### src/rtl/seq_ctrl_if.sv
// Phase/opcode/flag inputs and control strobes between the phase generator side
// and the RISC-Y sequence controller.
interface seq_ctrl_if;
  logic [1:0] phase;
  logic [3:0] opcode;
  logic       zero;
  logic       carry;
  logic       ir_ld;
  logic       pc_inc;
  logic       pc_ld;
  logic       mem_rd;
  logic       mem_wr;
  logic       acc_ld;
  logic       mar_sel;
  logic [2:0] alu_op;
  logic       halt;
  logic       seq_err;
  logic       ill_op;

  modport master (
    output phase, opcode, zero, carry,
    input  ir_ld, pc_inc, pc_ld, mem_rd, mem_wr, acc_ld,
    input  mar_sel, alu_op, halt, seq_err, ill_op
  );

  modport slave (
    input  phase, opcode, zero, carry,
    output ir_ld, pc_inc, pc_ld, mem_rd, mem_wr, acc_ld,
    output mar_sel, alu_op, halt, seq_err, ill_op
  );
endinterface

### src/rtl/seq_ctrl.sv
// RISC-Y sequence controller: turns each legal phase entry into one-cycle control
// strobes, tracks phase-sequence legality and handles HALT / reserved opcodes.
module seq_ctrl (
  input  logic        clk,
  input  logic        rst,
  seq_ctrl_if.slave   bus
);

  localparam logic [1:0] PH_FETCH   = 2'd0;
  localparam logic [1:0] PH_DECODE  = 2'd1;
  localparam logic [1:0] PH_EXECUTE = 2'd2;
  localparam logic [1:0] PH_UPDATE  = 2'd3;

  localparam logic [3:0] OP_LDA = 4'h1;
  localparam logic [3:0] OP_STA = 4'h2;
  localparam logic [3:0] OP_ADD = 4'h3;
  localparam logic [3:0] OP_SUB = 4'h4;
  localparam logic [3:0] OP_AND = 4'h5;
  localparam logic [3:0] OP_OR  = 4'h6;
  localparam logic [3:0] OP_XOR = 4'h7;
  localparam logic [3:0] OP_NOT = 4'h8;
  localparam logic [3:0] OP_JMP = 4'h9;
  localparam logic [3:0] OP_JZ  = 4'hA;
  localparam logic [3:0] OP_JC  = 4'hB;
  localparam logic [3:0] OP_HLT = 4'hF;

  localparam logic [2:0] ALU_ADD  = 3'd0;
  localparam logic [2:0] ALU_SUB  = 3'd1;
  localparam logic [2:0] ALU_AND  = 3'd2;
  localparam logic [2:0] ALU_OR   = 3'd3;
  localparam logic [2:0] ALU_XOR  = 3'd4;
  localparam logic [2:0] ALU_NOT  = 3'd5;
  localparam logic [2:0] ALU_PASS = 3'd6;

  // FRESH syncs on any FETCH sample; LOST needs an actual change into FETCH so a
  // FETCH that was itself the illegal entry does not get replayed.
  typedef enum logic [1:0] {
    SYNC_FRESH,
    SYNC_LOST,
    SYNC_OK
  } sync_t;

  sync_t      sync_state, sync_next;
  logic [1:0] prev_phase;
  logic [1:0] expected_phase;
  logic       entry;
  logic       illegal;

  logic       ir_ld_q, pc_inc_q, pc_ld_q, mem_rd_q, mem_wr_q, acc_ld_q;
  logic       ir_ld_d, pc_inc_d, pc_ld_d, mem_rd_d, mem_wr_d, acc_ld_d;
  logic       mar_sel_q, mar_sel_d;
  logic [2:0] alu_op_q, alu_op_d;
  logic       halt_q, halt_d;
  logic       seq_err_q, seq_err_d;
  logic       ill_op_q, ill_op_d;
  logic [3:0] op_q, op_d;
  logic       take_q, take_d;
  logic       fire;

  function automatic logic reads_mem(input logic [3:0] op);
    return (op == OP_LDA) || ((op >= OP_ADD) && (op <= OP_XOR));
  endfunction

  function automatic logic loads_acc(input logic [3:0] op);
    return (op == OP_LDA) || ((op >= OP_ADD) && (op <= OP_NOT));
  endfunction

  function automatic logic uses_operand(input logic [3:0] op);
    return ((op >= OP_LDA) && (op <= OP_XOR)) || ((op >= OP_JMP) && (op <= OP_JC));
  endfunction

  function automatic logic is_jump(input logic [3:0] op);
    return (op >= OP_JMP) && (op <= OP_JC);
  endfunction

  function automatic logic is_reserved(input logic [3:0] op);
    return (op >= 4'hC) && (op <= 4'hE);
  endfunction

  function automatic logic [2:0] alu_map(input logic [3:0] op, input logic [2:0] cur);
    logic [2:0] code;
    case (op)
      OP_ADD:  code = ALU_ADD;
      OP_SUB:  code = ALU_SUB;
      OP_AND:  code = ALU_AND;
      OP_OR:   code = ALU_OR;
      OP_XOR:  code = ALU_XOR;
      OP_NOT:  code = ALU_NOT;
      OP_LDA:  code = ALU_PASS;
      default: code = cur;
    endcase
    return code;
  endfunction

  assign expected_phase = prev_phase + 2'd1;

  always_ff @(posedge clk or posedge rst) begin
    if (rst) begin
      sync_state <= SYNC_FRESH;
      prev_phase <= PH_FETCH;
    end else begin
      sync_state <= sync_next;
      prev_phase <= bus.phase;
    end
  end

  always_comb begin
    sync_next = sync_state;
    entry     = 1'b0;
    illegal   = 1'b0;
    case (sync_state)
      SYNC_FRESH: begin
        if (bus.phase == PH_FETCH) begin
          sync_next = SYNC_OK;
          entry     = 1'b1;
        end
      end
      SYNC_LOST: begin
        if ((bus.phase == PH_FETCH) && (bus.phase != prev_phase)) begin
          sync_next = SYNC_OK;
          entry     = 1'b1;
        end
      end
      SYNC_OK: begin
        if (bus.phase != prev_phase) begin
          if (bus.phase == expected_phase) begin
            entry = 1'b1;
          end else begin
            illegal   = 1'b1;
            sync_next = SYNC_LOST;
          end
        end
      end
      default: sync_next = SYNC_FRESH;
    endcase
  end

  assign fire = entry && !halt_q;

  // Everything the controller does for a phase entry; held levels default to
  // their current value and strobes default to idle.
  always_comb begin
    ir_ld_d   = 1'b0;
    pc_inc_d  = 1'b0;
    pc_ld_d   = 1'b0;
    mem_rd_d  = 1'b0;
    mem_wr_d  = 1'b0;
    acc_ld_d  = 1'b0;
    mar_sel_d = mar_sel_q;
    alu_op_d  = alu_op_q;
    op_d      = op_q;
    take_d    = take_q;
    halt_d    = halt_q;
    seq_err_d = seq_err_q | illegal;
    ill_op_d  = ill_op_q;
    if (fire) begin
      case (bus.phase)
        PH_FETCH: begin
          ir_ld_d   = 1'b1;
          mem_rd_d  = 1'b1;
          mar_sel_d = 1'b0;
        end
        PH_DECODE: begin
          pc_inc_d  = 1'b1;
          op_d      = bus.opcode;
          mar_sel_d = uses_operand(bus.opcode);
          alu_op_d  = alu_map(bus.opcode, alu_op_q);
        end
        PH_EXECUTE: begin
          mem_rd_d = reads_mem(op_q);
          mem_wr_d = (op_q == OP_STA);
          case (op_q)
            OP_JMP:  take_d = 1'b1;
            OP_JZ:   take_d = bus.zero;
            OP_JC:   take_d = bus.carry;
            default: take_d = take_q;
          endcase
        end
        PH_UPDATE: begin
          acc_ld_d = loads_acc(op_q);
          pc_ld_d  = is_jump(op_q) && take_q;
          if (op_q == OP_HLT) halt_d = 1'b1;
          if (is_reserved(op_q)) ill_op_d = 1'b1;
        end
        default: ;
      endcase
    end
  end

  always_ff @(posedge clk or posedge rst) begin
    if (rst) begin
      ir_ld_q   <= 1'b0;
      pc_inc_q  <= 1'b0;
      pc_ld_q   <= 1'b0;
      mem_rd_q  <= 1'b0;
      mem_wr_q  <= 1'b0;
      acc_ld_q  <= 1'b0;
      mar_sel_q <= 1'b0;
      alu_op_q  <= ALU_ADD;
      halt_q    <= 1'b0;
      seq_err_q <= 1'b0;
      ill_op_q  <= 1'b0;
      op_q      <= 4'h0;
      take_q    <= 1'b0;
    end else begin
      ir_ld_q   <= ir_ld_d;
      pc_inc_q  <= pc_inc_d;
      pc_ld_q   <= pc_ld_d;
      mem_rd_q  <= mem_rd_d;
      mem_wr_q  <= mem_wr_d;
      acc_ld_q  <= acc_ld_d;
      mar_sel_q <= mar_sel_d;
      alu_op_q  <= alu_op_d;
      halt_q    <= halt_d;
      seq_err_q <= seq_err_d;
      ill_op_q  <= ill_op_d;
      op_q      <= op_d;
      take_q    <= take_d;
    end
  end

  assign bus.ir_ld   = ir_ld_q;
  assign bus.pc_inc  = pc_inc_q;
  assign bus.pc_ld   = pc_ld_q;
  assign bus.mem_rd  = mem_rd_q;
  assign bus.mem_wr  = mem_wr_q;
  assign bus.acc_ld  = acc_ld_q;
  assign bus.mar_sel = mar_sel_q;
  assign bus.alu_op  = alu_op_q;
  assign bus.halt    = halt_q;
  assign bus.seq_err = seq_err_q;
  assign bus.ill_op  = ill_op_q;

endmodule
### src/flat_wrapper.sv
// flat-port wrapper written by rule: the top's interface ports become plain ports
module seq_ctrl_flat 
  (clk, rst, bus_phase, bus_opcode, bus_zero, bus_carry, bus_ir_ld, bus_pc_inc, bus_pc_ld, bus_mem_rd, bus_mem_wr, bus_acc_ld, bus_mar_sel, bus_alu_op, bus_halt, bus_seq_err, bus_ill_op);
  seq_ctrl_if bus_i ();
  input  logic clk;
  input  logic rst;
  input wire logic [$bits(bus_i.phase)-1:0] bus_phase;
  input wire logic [$bits(bus_i.opcode)-1:0] bus_opcode;
  input wire logic [$bits(bus_i.zero)-1:0] bus_zero;
  input wire logic [$bits(bus_i.carry)-1:0] bus_carry;
  output wire logic [$bits(bus_i.ir_ld)-1:0] bus_ir_ld;
  output wire logic [$bits(bus_i.pc_inc)-1:0] bus_pc_inc;
  output wire logic [$bits(bus_i.pc_ld)-1:0] bus_pc_ld;
  output wire logic [$bits(bus_i.mem_rd)-1:0] bus_mem_rd;
  output wire logic [$bits(bus_i.mem_wr)-1:0] bus_mem_wr;
  output wire logic [$bits(bus_i.acc_ld)-1:0] bus_acc_ld;
  output wire logic [$bits(bus_i.mar_sel)-1:0] bus_mar_sel;
  output wire logic [$bits(bus_i.alu_op)-1:0] bus_alu_op;
  output wire logic [$bits(bus_i.halt)-1:0] bus_halt;
  output wire logic [$bits(bus_i.seq_err)-1:0] bus_seq_err;
  output wire logic [$bits(bus_i.ill_op)-1:0] bus_ill_op;
  assign bus_i.phase = bus_phase;
  assign bus_i.opcode = bus_opcode;
  assign bus_i.zero = bus_zero;
  assign bus_i.carry = bus_carry;
  assign bus_ir_ld = bus_i.ir_ld;
  assign bus_pc_inc = bus_i.pc_inc;
  assign bus_pc_ld = bus_i.pc_ld;
  assign bus_mem_rd = bus_i.mem_rd;
  assign bus_mem_wr = bus_i.mem_wr;
  assign bus_acc_ld = bus_i.acc_ld;
  assign bus_mar_sel = bus_i.mar_sel;
  assign bus_alu_op = bus_i.alu_op;
  assign bus_halt = bus_i.halt;
  assign bus_seq_err = bus_i.seq_err;
  assign bus_ill_op = bus_i.ill_op;
  seq_ctrl u_core (.clk(clk), .rst(rst), .bus(bus_i));
endmodule
### config.mk
export PLATFORM = sky130hd
export DESIGN_NAME = seq_ctrl_flat
export DESIGN_NICKNAME = d
export VERILOG_FILES = /design/src/rtl/seq_ctrl_if.sv /design/src/rtl/seq_ctrl.sv /design/src/flat_wrapper.sv
export SDC_FILE = /design/constraint.sdc
export NUM_CORES = 1
export LEC_CHECK = 0
export ABC_AREA = 1
export CELL_PAD_IN_SITES_DETAIL_PLACEMENT = 1
export CELL_PAD_IN_SITES_GLOBAL_PLACEMENT = 1
export CORE_UTILIZATION = 39
export CTS_CLUSTER_DIAMETER = 200
export DETAILED_ROUTE_END_ITERATION = 10
export HOLD_SLACK_MARGIN = 0.08
export PLACE_DENSITY_LB_ADDON = 0.2
export SETUP_SLACK_MARGIN = 0.1
export SLEW_MARGIN = 20
export SYNTH_ARGS = -nofsm -noshare
export SYNTH_HDL_FRONTEND = slang
export SYNTH_SLANG_ARGS = --single-unit
### constraint.sdc
create_clock -name clk -period 3.5 [get_ports clk]
set_input_delay 1.05 -clock clk [delete_from_list [all_inputs] [get_ports clk]]
set_output_delay 1.05 -clock clk [all_outputs]
set_load 0.1 [all_outputs]
Word-level counts from Yosys, hierarchy flattened
Cells that the tools add are included.
Operators by class
  $add $sub $neg: 1
  order comparisons: 11
  eq/ne operators: 24
  mux-type cells: 27
  bitwise gates (word level): 1
  reduce and logical (&&, ||, !) cells: 25
Operator list (count)
  $pmux W3 S7: 1
  $eq A4 B4 Y1 const B: 5
  $mux W1: 17
  $eq A4 B3 Y1 const B: 4
  $le A4 B4 Y1 const B: 4
  $ge A4 B4 Y1 const B: 3
  $reduce_and A3 Y1: 4
  $logic_and A1 B1 Y1: 9
  $eq A4 B1 Y1 const B: 2
  $eq A4 B2 Y1 const B: 2
  $le A4 B3 Y1 const B: 2
  $mux W2: 4
  $reduce_bool A7 Y1: 1
  $eq A2 B2 Y1 const B: 3
  $ne A2 B1 Y1 const B: 3
  $pmux W1 S3: 2
  $pmux W2 S3: 1
  $eq A2 B1 Y1 const B: 2
  $ge A4 B1 Y1 const B: 1
  $ge A4 B2 Y1 const B: 1
  $logic_not A2 Y1: 2
  $pmux W1 S2: 2
  $reduce_and A2 Y1: 2
  $reduce_and A4 Y1: 1
  9 further kinds: 11
Storage, ports and cells
  flip-flop bits (word level): 22
  bits of input ports: 10
  output and inout bits: 13
  word-level logic and storage cells: 104

Depth between registers and ports, before layout
Gate-level depths: netlist of run 1.
  depth in word-level cells: 7
  gate-level depth with buffers: 9
  mapped depth without buffers: 9

Worst setup path after synthesis of run 1
OpenSTA, ideal clock, no wires.
  path kind: register -> output
  start: register u_core.halt_q (netlist: u_core.bus.halt)
  end: output bus_halt
  arrival: 911 ps
  required time: 2450 ps
  path slack: 1539 ps
  cell stages (with the launch flop): 1
  buffers on the path: 0
  cell sequence: dfrtp_1
RTL lines
  from (decl): line seq_ctrl.sv:53  | logic halt_q, halt_d;
  from (signal assigned): line seq_ctrl.sv:214  | halt_q <= halt_d;
  to (decl): line flat_wrapper.sv:19  | output wire logic [$bits(bus_i.halt)-1:0] bus_halt;
No word-level cell between the ends.

Final worst setup path of run 1
  start: input bus_phase[1]
  end: register u_core.op_q[2]
On the way
  cells in the longest elaborated chain, start to end: 6
  elaborated cells on any way between the ends: 12
  classes of those cells: eq/ne (3); mux (5); reduce/logical (4)
RTL lines
  from (decl): line flat_wrapper.sv:7  | input wire logic [$bits(bus_i.phase)-1:0] bus_phase;
  $eq A2 B2 Y1 (tied with other cells): line seq_ctrl.sv:126  | if (bus.phase == expected_phase) begin
  $mux W1 or $logic_and A1 B1 Y1 (tied branches): line seq_ctrl.sv:126, seq_ctrl.sv:119
  $mux W1, on equally long branches: line seq_ctrl.sv:125, seq_ctrl.sv:119
  $pmux W1 S3: line seq_ctrl.sv:111  | case (sync_state)
  $logic_and A1 B1 Y1: line seq_ctrl.sv:138  | assign fire = entry && !halt_q;
  $reduce_and A2 Y1 (no line) *
  to (signal assigned): line seq_ctrl.sv:217  | op_q <= op_d;
  to (decl): line seq_ctrl.sv:56  | logic [3:0] op_q, op_d;
Mark *: on every way between the ends. The rest lies on a longest branch, timed or not.
A chain may end at the register's enable or synchronous reset.

==> summary.md, run 1 <==
| Metric | Value |
|---|---|
| Cells on Worst Hold Path | `2` |
| Sort of element at the end of the critical path | `flop` |
| Most frequent cell after synthesis | `sky130_fd_sc_hd__nand2_1` |
| I/O pin count | `23` |
| Critical path fanouts, max | `15` |
| Setup Total Neg Slack | `0 ps` |
| Power density over the cells | `376 nW/µm²` |
| Maximum number of pins on one net before global-route repair | `23` |
| Core utilization of the finished layout | `0.502` |
| Data required time at the worst endpoint | `3710 ps` |
| Number of resized instances in the post-cts repair step | `0` |
| Total via count in the routed design | `986` |
| DRC violations left | `6` |
| Clock buffer depth | `2` |
| Critical path cell sequence | `clkdlybuf4s50_1, inv_2, nand2_2, nand2_2, nand3_1, nand2_2, nand2_4, nand3_2, nand2_1, nand2_1` |
| Synth top area share | `0.472` |
| Dominant synthesized flop cell | `sky130_fd_sc_hd__dfrtp_1` |
| Die Y-Extent | `56.7 µm` |
| Run status | `complete, but fails checks` |
| Synthesized area per cell | `7.99 µm²` |
| Remaining max-slew budget at the tightest pin | `0.441` |
| Highest attainable clock frequency | `0.428 GHz` |
| # Max-Cap Violations | `0` |
| TritonCTS Sinks | `22` |
| Die W | `56.7 µm` |
| GPL Wtd Cong | `0.794` |
| Setup violators final | `0` |
| Share of the yosys chip area belonging to registers | `0.472` |
| Layout filler cell count | `366` |
| Vias per cell | `4.91` |
| Final critical delay including setup and external delays | `2340 ps` |
| Synth-to-layout area growth | `20.8%` |
| Syn Std Cell Area | `1170 µm²` |
| Area inside the core boundary | `2810 µm²` |
| Die outline area | `3210 µm²` |
| Post-route cell area | `1410 µm²` |
| Cell depth of the worst flop-to-flop path | `7` |
| Number of distinct library cells after synthesis | `22` |
| Number of standard cells after synthesis | `146` |
| RSZ-0062 raised after global routing | `no` |
| Total Routed Length | `2630 µm` |
| # port buffers | `22` |
| Overall track demand over capacity in global routing | `0.187` |
| Synth cell count leaders | `sky130_fd_sc_hd__nand2_1 (43), sky130_fd_sc_hd__dfrtp_1 (22), sky130_fd_sc_hd__inv_1 (15)` |
| Static leakage | `0.723 nW` |
| Hold Crit Class | `flop to flop` |
| Max IR drop VDD | `0.189 mV` |
| 1st-iter DRT viols | `24` |
| Biggest area consumer among synthesized cells | `sky130_fd_sc_hd__dfrtp_1` |
| Overflow left after global routing | `0` |
| Half-perimeter wire length after placement | `2100 µm` |
| Number of hold violations in the final report | `0` |
| Via count of the first global-routing pass | `1035` |
| Standard cell with the maximum stage delay on the critical path | `sky130_fd_sc_hd__clkdlybuf4s50_1` |
| Async S/R FF share, synth | `1.00` |
| Antenna cells | `0` |
| Number of detailed-routing iterations run before antenna repair | `7` |
| Initial core utilization | `0.416` |
| Placed cells | `197` |
| Worst setup path category | `input port to flop` |
| Number of rows created at floorplan | `19` |
| Clock root buffer | `sky130_fd_sc_hd__clkbuf_4` |
| Largest incremental delay on the critical path | `600 ps` |
| Area after DPL | `1370 µm²` |
| Number of storage elements in the synthesis netlist | `22` |
| Area contributors post-synth | `sky130_fd_sc_hd__dfrtp_1 (47%), sky130_fd_sc_hd__nand2_1 (14%), sky130_fd_sc_hd__nand4_1 (5.9%)` |
| Critical Path Most Common Cell | `sky130_fd_sc_hd__nand2_2` |
| Number of nets still failing antenna checks after routing | `0` |
| Worst-Skew Late Latency | `300 ps` |
| Total setup buffers inserted after CTS | `0` |
| TritonCTS clock tree | `built` |
| Count of pins over their slew limit | `0` |
| Count of H-tree levels built during CTS | `1` |
| Part of the cycle the worst path needs | `0.667` |
| Hold-fix buffers, CTS | `0` |
| WL per Instance | `13.1 µm` |
| Startpoint class of the critical path | `input port` |
| Slack of the critical path | `1160 ps` |
| Clock slew seen by the registers of the worst setup and hold paths | `130 ps` |
| Final cell count without fillers | `201` |
| Layout net count | `181` |
| Warning count from the yosys run | `0` |
| First-pass GRT wire length | `4660 µm` |
| Number of buffers created by CTS | `3` |
| Data arrival time of the critical path | `2540 ps` |
| Number of antenna violations at the first check in global routing | `0` |
| Mapped Nets | `156` |
| Violated checks | `design-rule violations` |
| Proportion of layout cells with a drive suffix above 1 | `0.212` |
| Setup WS pre-CTS | `823 ps` |
| Post-route clock skew | `2.03 ps` |
| Post-synth EDFFs | `0` |
| Tightest Pin Transition | `838 ps` |
power by group:
part	internal, mW	leakage (nW)	switching (mW)	total (mW)
clock	0.0634	0.0210	0.0794	0.143
sequential	0.265	0.290	0.0121	0.277
combinational	0.0375	0.411	0.0725	0.110
metrics by stage:
stage,hold slack [ps],power (mW)
4_1_cts,494,0.534
6_report,489,0.530
5_1_grt,513,0.563
3_3_place_gp,449,0.389
2_1_floorplan,442,0.373
3_5_place_dp,463,0.394
sequential cells by signal, summed over array words and instances (netlist names), 2 cells and up:
register / cells
u_core.bus.alu_op: 3
u_core.op_q: 4
u_core.prev_phase: 2
u_core.sync_state: 2
path summary, 6_finish.rpt:
path,start,to,slack [ps]
worst max-delay path,bus_phase[1],u_core.op_q[2],1160
worst max register to register,u_core.sync_state[1],u_core.op_q[2],2090
worst min register to register,u_core.bus.alu_op[0],u_core.bus.alu_op[0],490
min in group asynchronous,rst,u_core.bus.pc_ld,1200
worst min-delay path,u_core.bus.alu_op[0],u_core.bus.alu_op[0],490
max in group asynchronous,rst,u_core.bus.pc_inc,1790
logic make-up (layout without fill, tap and decap cells):
kind of cell	after synthesis	count (layout)	synth area share
buf+inv	21	45	0.0783
simple gates	96	96	0.412
flops	22	22	0.472
compound gates	7	7	0.0375
layout make-up:
type | instances | area (µm²) | share of cell area
Sequential cell | 22 | 551 | 0.391
Multi-Input combinational cell | 103 | 524 | 0.372
Timing Repair Buffer | 22 | 188 | 0.133
Inverter | 19 | 71.3 | 0.0506
Tap cell | 31 | 38.8 | 0.0275
Clock buffer | 4 | 36.3 | 0.0258
layout by cell type, fill, tap and decap left out, types with 2 or more instances in the layout:
cell / synthesis / final
sky130_fd_sc_hd__nor3_1: 2 / 2
sky130_fd_sc_hd__o21bai_1: 2 / 2
sky130_fd_sc_hd__buf_4: 0 / 13
sky130_fd_sc_hd__nand2_2: 5 / 5
sky130_fd_sc_hd__nor2_2: 4 / 4
sky130_fd_sc_hd__nor2_1: 12 / 12
sky130_fd_sc_hd__nand3_4: 2 / 2
sky130_fd_sc_hd__inv_2: 4 / 4
sky130_fd_sc_hd__o21ai_0: 2 / 2
sky130_fd_sc_hd__nand2_1: 43 / 43
sky130_fd_sc_hd__dfrtp_1: 22 / 22
sky130_fd_sc_hd__clkbuf_4: 0 / 3
sky130_fd_sc_hd__nand3_1: 13 / 13
sky130_fd_sc_hd__clkdlybuf4s50_1: 0 / 9
sky130_fd_sc_hd__inv_1: 15 / 15
sky130_fd_sc_hd__nand4_1: 11 / 11
layer usage:
metal	track usage	share of wire	up-vias	wire length [µm]
met3	0.0300	0.023	2	61
li1	-	-	516	-
met1	0.230	0.45	453	1190
met2	0.333	0.51	15	1350
met5	0	0	-	0
met4	0.0536	0.0076	0	20
worst max-delay path, delay by kind of cell:
| kind | cells | cell delay [ps] |
|---|---|---|
| buffers and inverters | 2 | 700 |
| AND/OR/NAND/NOR | 8 | 800 |
(Power assumes the default switching activity.)
==> run 2: changes to the inputs <==
Settings changed: CORE_UTILIZATION 39 to 33.
Clock period 3.5 ns to 2.1 ns, I/O delays scaled along.
==> run 2 against run 1 <==
The run now ends clean. Critical endpoint is now u_core.op_q[3]. Sequential cell count unchanged. Sequential share of layout area decreased by 5.9 points. Count of clock-buffer cells in the layout unchanged. Critical path type unchanged. Highest routed layer unchanged.
==> summary.md, run 2 (synthesized netlist as in run 1, its figures left out) <==
| Metric | Value |
|---|---|
| DRC violations left | `0` |
| WL per Instance | `12.7 µm` |
| Die W | `61.4 µm` |
| Clock slew seen by the registers of the worst setup and hold paths | `120 ps` |
| # Max-Cap Violations | `0` |
| Largest Register | `u_core.op_q` |
| Half-perimeter wire length after placement | `2380 µm` |
| Sort of element at the end of the critical path | `flop` |
| Maximum number of pins on one net before global-route repair | `23` |
| Vias per cell | `4.88` |
| Highest attainable clock frequency | `0.536 GHz` |
| Total chip power | `0.915 mW` |
| Max IR drop VDD | `0.200 mV` |
| Area after DPL | `1620 µm²` |
| # port buffers | `22` |
| Critical path cell sequence | `clkdlybuf4s50_1, nor2_1, inv_1, nor2_2, nand2_2, nand2_4, nand3_2, nand2_1, nand2_1` |
| Initial core utilization | `0.347` |
| Most common library cell in the layout ignoring fill and taps | `sky130_fd_sc_hd__nand2_1` |
| Via count of the first global-routing pass | `1158` |
| First-pass GRT wire length | `5040 µm` |
| Synth-to-layout area growth | `42.2%` |
| Standard cell with the maximum stage delay on the critical path | `sky130_fd_sc_hd__clkdlybuf4s50_1` |
| Part of the cycle the worst path needs | `0.888` |
| Number of nets still failing antenna checks after routing | `0` |
| Static leakage | `0.808 nW` |
| TritonCTS clock tree | `built` |
| Count of H-tree levels built during CTS | `1` |
| Total setup buffers inserted after CTS | `0` |
| Antenna cells | `0` |
| Clock buffer depth | `2` |
| Worst slack on hold paths | `518 ps` |
| Final critical delay including setup and external delays | `1860 ps` |
| Number of rows created at floorplan | `21` |
| I/O pin count | `23` |
| Data arrival time of the critical path | `2080 ps` |
| Hold-fix buffers, CTS | `0` |
| Post-route clock skew | `5.93 ps` |
| Critical Path Most Common Cell | `sky130_fd_sc_hd__nand2_1` |
| Number of detailed-routing iterations run before antenna repair | `4` |
| Total via count in the routed design | `1098` |
| Die Y-Extent | `61.4 µm` |
| Run status | `finished, final reports clean` |
| Area inside the core boundary | `3360 µm²` |
| Number of resized instances in the post-cts repair step | `0` |
| Overflow left after global routing | `0` |
| Number of hold violations in the final report | `0` |
| Startpoint class of the critical path | `input port` |
| Post-route cell area | `1660 µm²` |
| Overall track demand over capacity in global routing | `0.182` |
| GPL Wtd Cong | `0.801` |
| Data required time at the worst endpoint | `2310 ps` |
| Setup violators final | `0` |
| Critical path fanouts, max | `14` |
| Placed cells | `221` |
| Proportion of layout cells with a drive suffix above 1 | `0.251` |
| Largest incremental delay on the critical path | `470 ps` |
| Buffers and inverters on the worst path | `2` |
| Clock root buffer | `sky130_fd_sc_hd__clkbuf_4` |
| Number of antenna violations at the first check in global routing | `0` |
| Largest register FFs | `4` |
| Commonest non-fill, non-tap cells in the layout | `sky130_fd_sc_hd__nand2_1 (43), sky130_fd_sc_hd__dfrtp_1 (22), sky130_fd_sc_hd__inv_1 (15), sky130_fd_sc_hd__nand3_1 (13), sky130_fd_sc_hd__buf_12 (13)` |
| Layout net count | `190` |
| Total Routed Length | `2850 µm` |
| Count of pins over their slew limit | `0` |
| Tightest Pin Transition | `304 ps` |
| Worst-Skew Late Latency | `320 ps` |
| 1st-iter DRT viols | `19` |
| Worst setup path category | `input port to flop` |
| Top cell family by delay on the critical path | `simple AND/OR/NAND/NOR gates` |
| TritonCTS Sinks | `22` |
| Power density over the cells | `552 nW/µm²` |
| Final cell count without fillers | `225` |
| Remaining max-slew budget at the tightest pin | `0.795` |
| Die outline area | `3780 µm²` |
| Hold Crit Class | `flop to flop` |
| Number of buffers created by CTS | `3` |
| RSZ-0062 raised after global routing | `no` |
run 2: changes by cell type in the layout (fill, tap and decap cells not counted):
cell,change
sky130_fd_sc_hd__buf_12,+13
sky130_fd_sc_hd__buf_4,-4
run 2: path summary, 6_finish.rpt:
check | start | end | slack [ps] | cells past startpoint
setup reg to reg | u_core.sync_state[1] | u_core.op_q[3] | 710 | 7
min in group asynchronous | rst | u_core.prev_phase[1] | 650 | 3
hold reg to reg | u_core.take_q | u_core.take_q | 520 | 2
hold / removal | u_core.take_q | u_core.take_q | 520 | 2
max in group asynchronous | rst | u_core.op_q[0] | 1230 | 3
setup / recovery | bus_phase[1] | u_core.op_q[3] | 240 | 9
run 2: worst reg2reg max path, stage by stage (launching register included):
cell and delay, ps:
sky130_fd_sc_hd__dfrtp_1 440, sky130_fd_sc_hd__inv_2 50, sky130_fd_sc_hd__nor2_1 220, sky130_fd_sc_hd__nand3_4 120, sky130_fd_sc_hd__nand2_4 150, sky130_fd_sc_hd__nand3_2 140, sky130_fd_sc_hd__nand2_1 110, sky130_fd_sc_hd__nand2_1 60
run 2: cell type report:
class	instances	area [µm²]
fill	445	1710
sequential	22	551
multi-input combinational	103	524
timing repair buffer	31	418
inverter	19	71.3
tap	46	57.6
clock buffer	4	36.3
run 2: stage by stage:
stage	util	setup WS, ps	setup TNS [ps]
after floorplan	-	510	0
after global placement	0.482	17.2	0
after detailed placement	0.482	-97.8	-690
after CTS	0.493	233	0
after global routing	0.493	137	0
final	0.493	236	0
run 2: power by group:
part	internal (mW)	total, mW	switching, mW
logic	0.0827	0.212	0.130
clock network	0.106	0.240	0.134
registers	0.442	0.463	0.0210
total	0.630	0.915	0.284
run 2: layer usage:
layer | up-vias | GRT usage | wire length, µm
met1 | 530 | 0.215 | 1140
li1 | 537 | - | -
met4 | 0 | 0.102 | 93
met5 | - | 0 | 0
met2 | 22 | 0.317 | 1530
met3 | 9 | 0.0273 | 84
==> run 3: changes to the inputs <==
Settings changed: ABC_CLOCK_PERIOD_IN_PS from default to 2100.
==> results of run 3 <==
The final DEF is identical to that of run 2; final timing and power are the same.
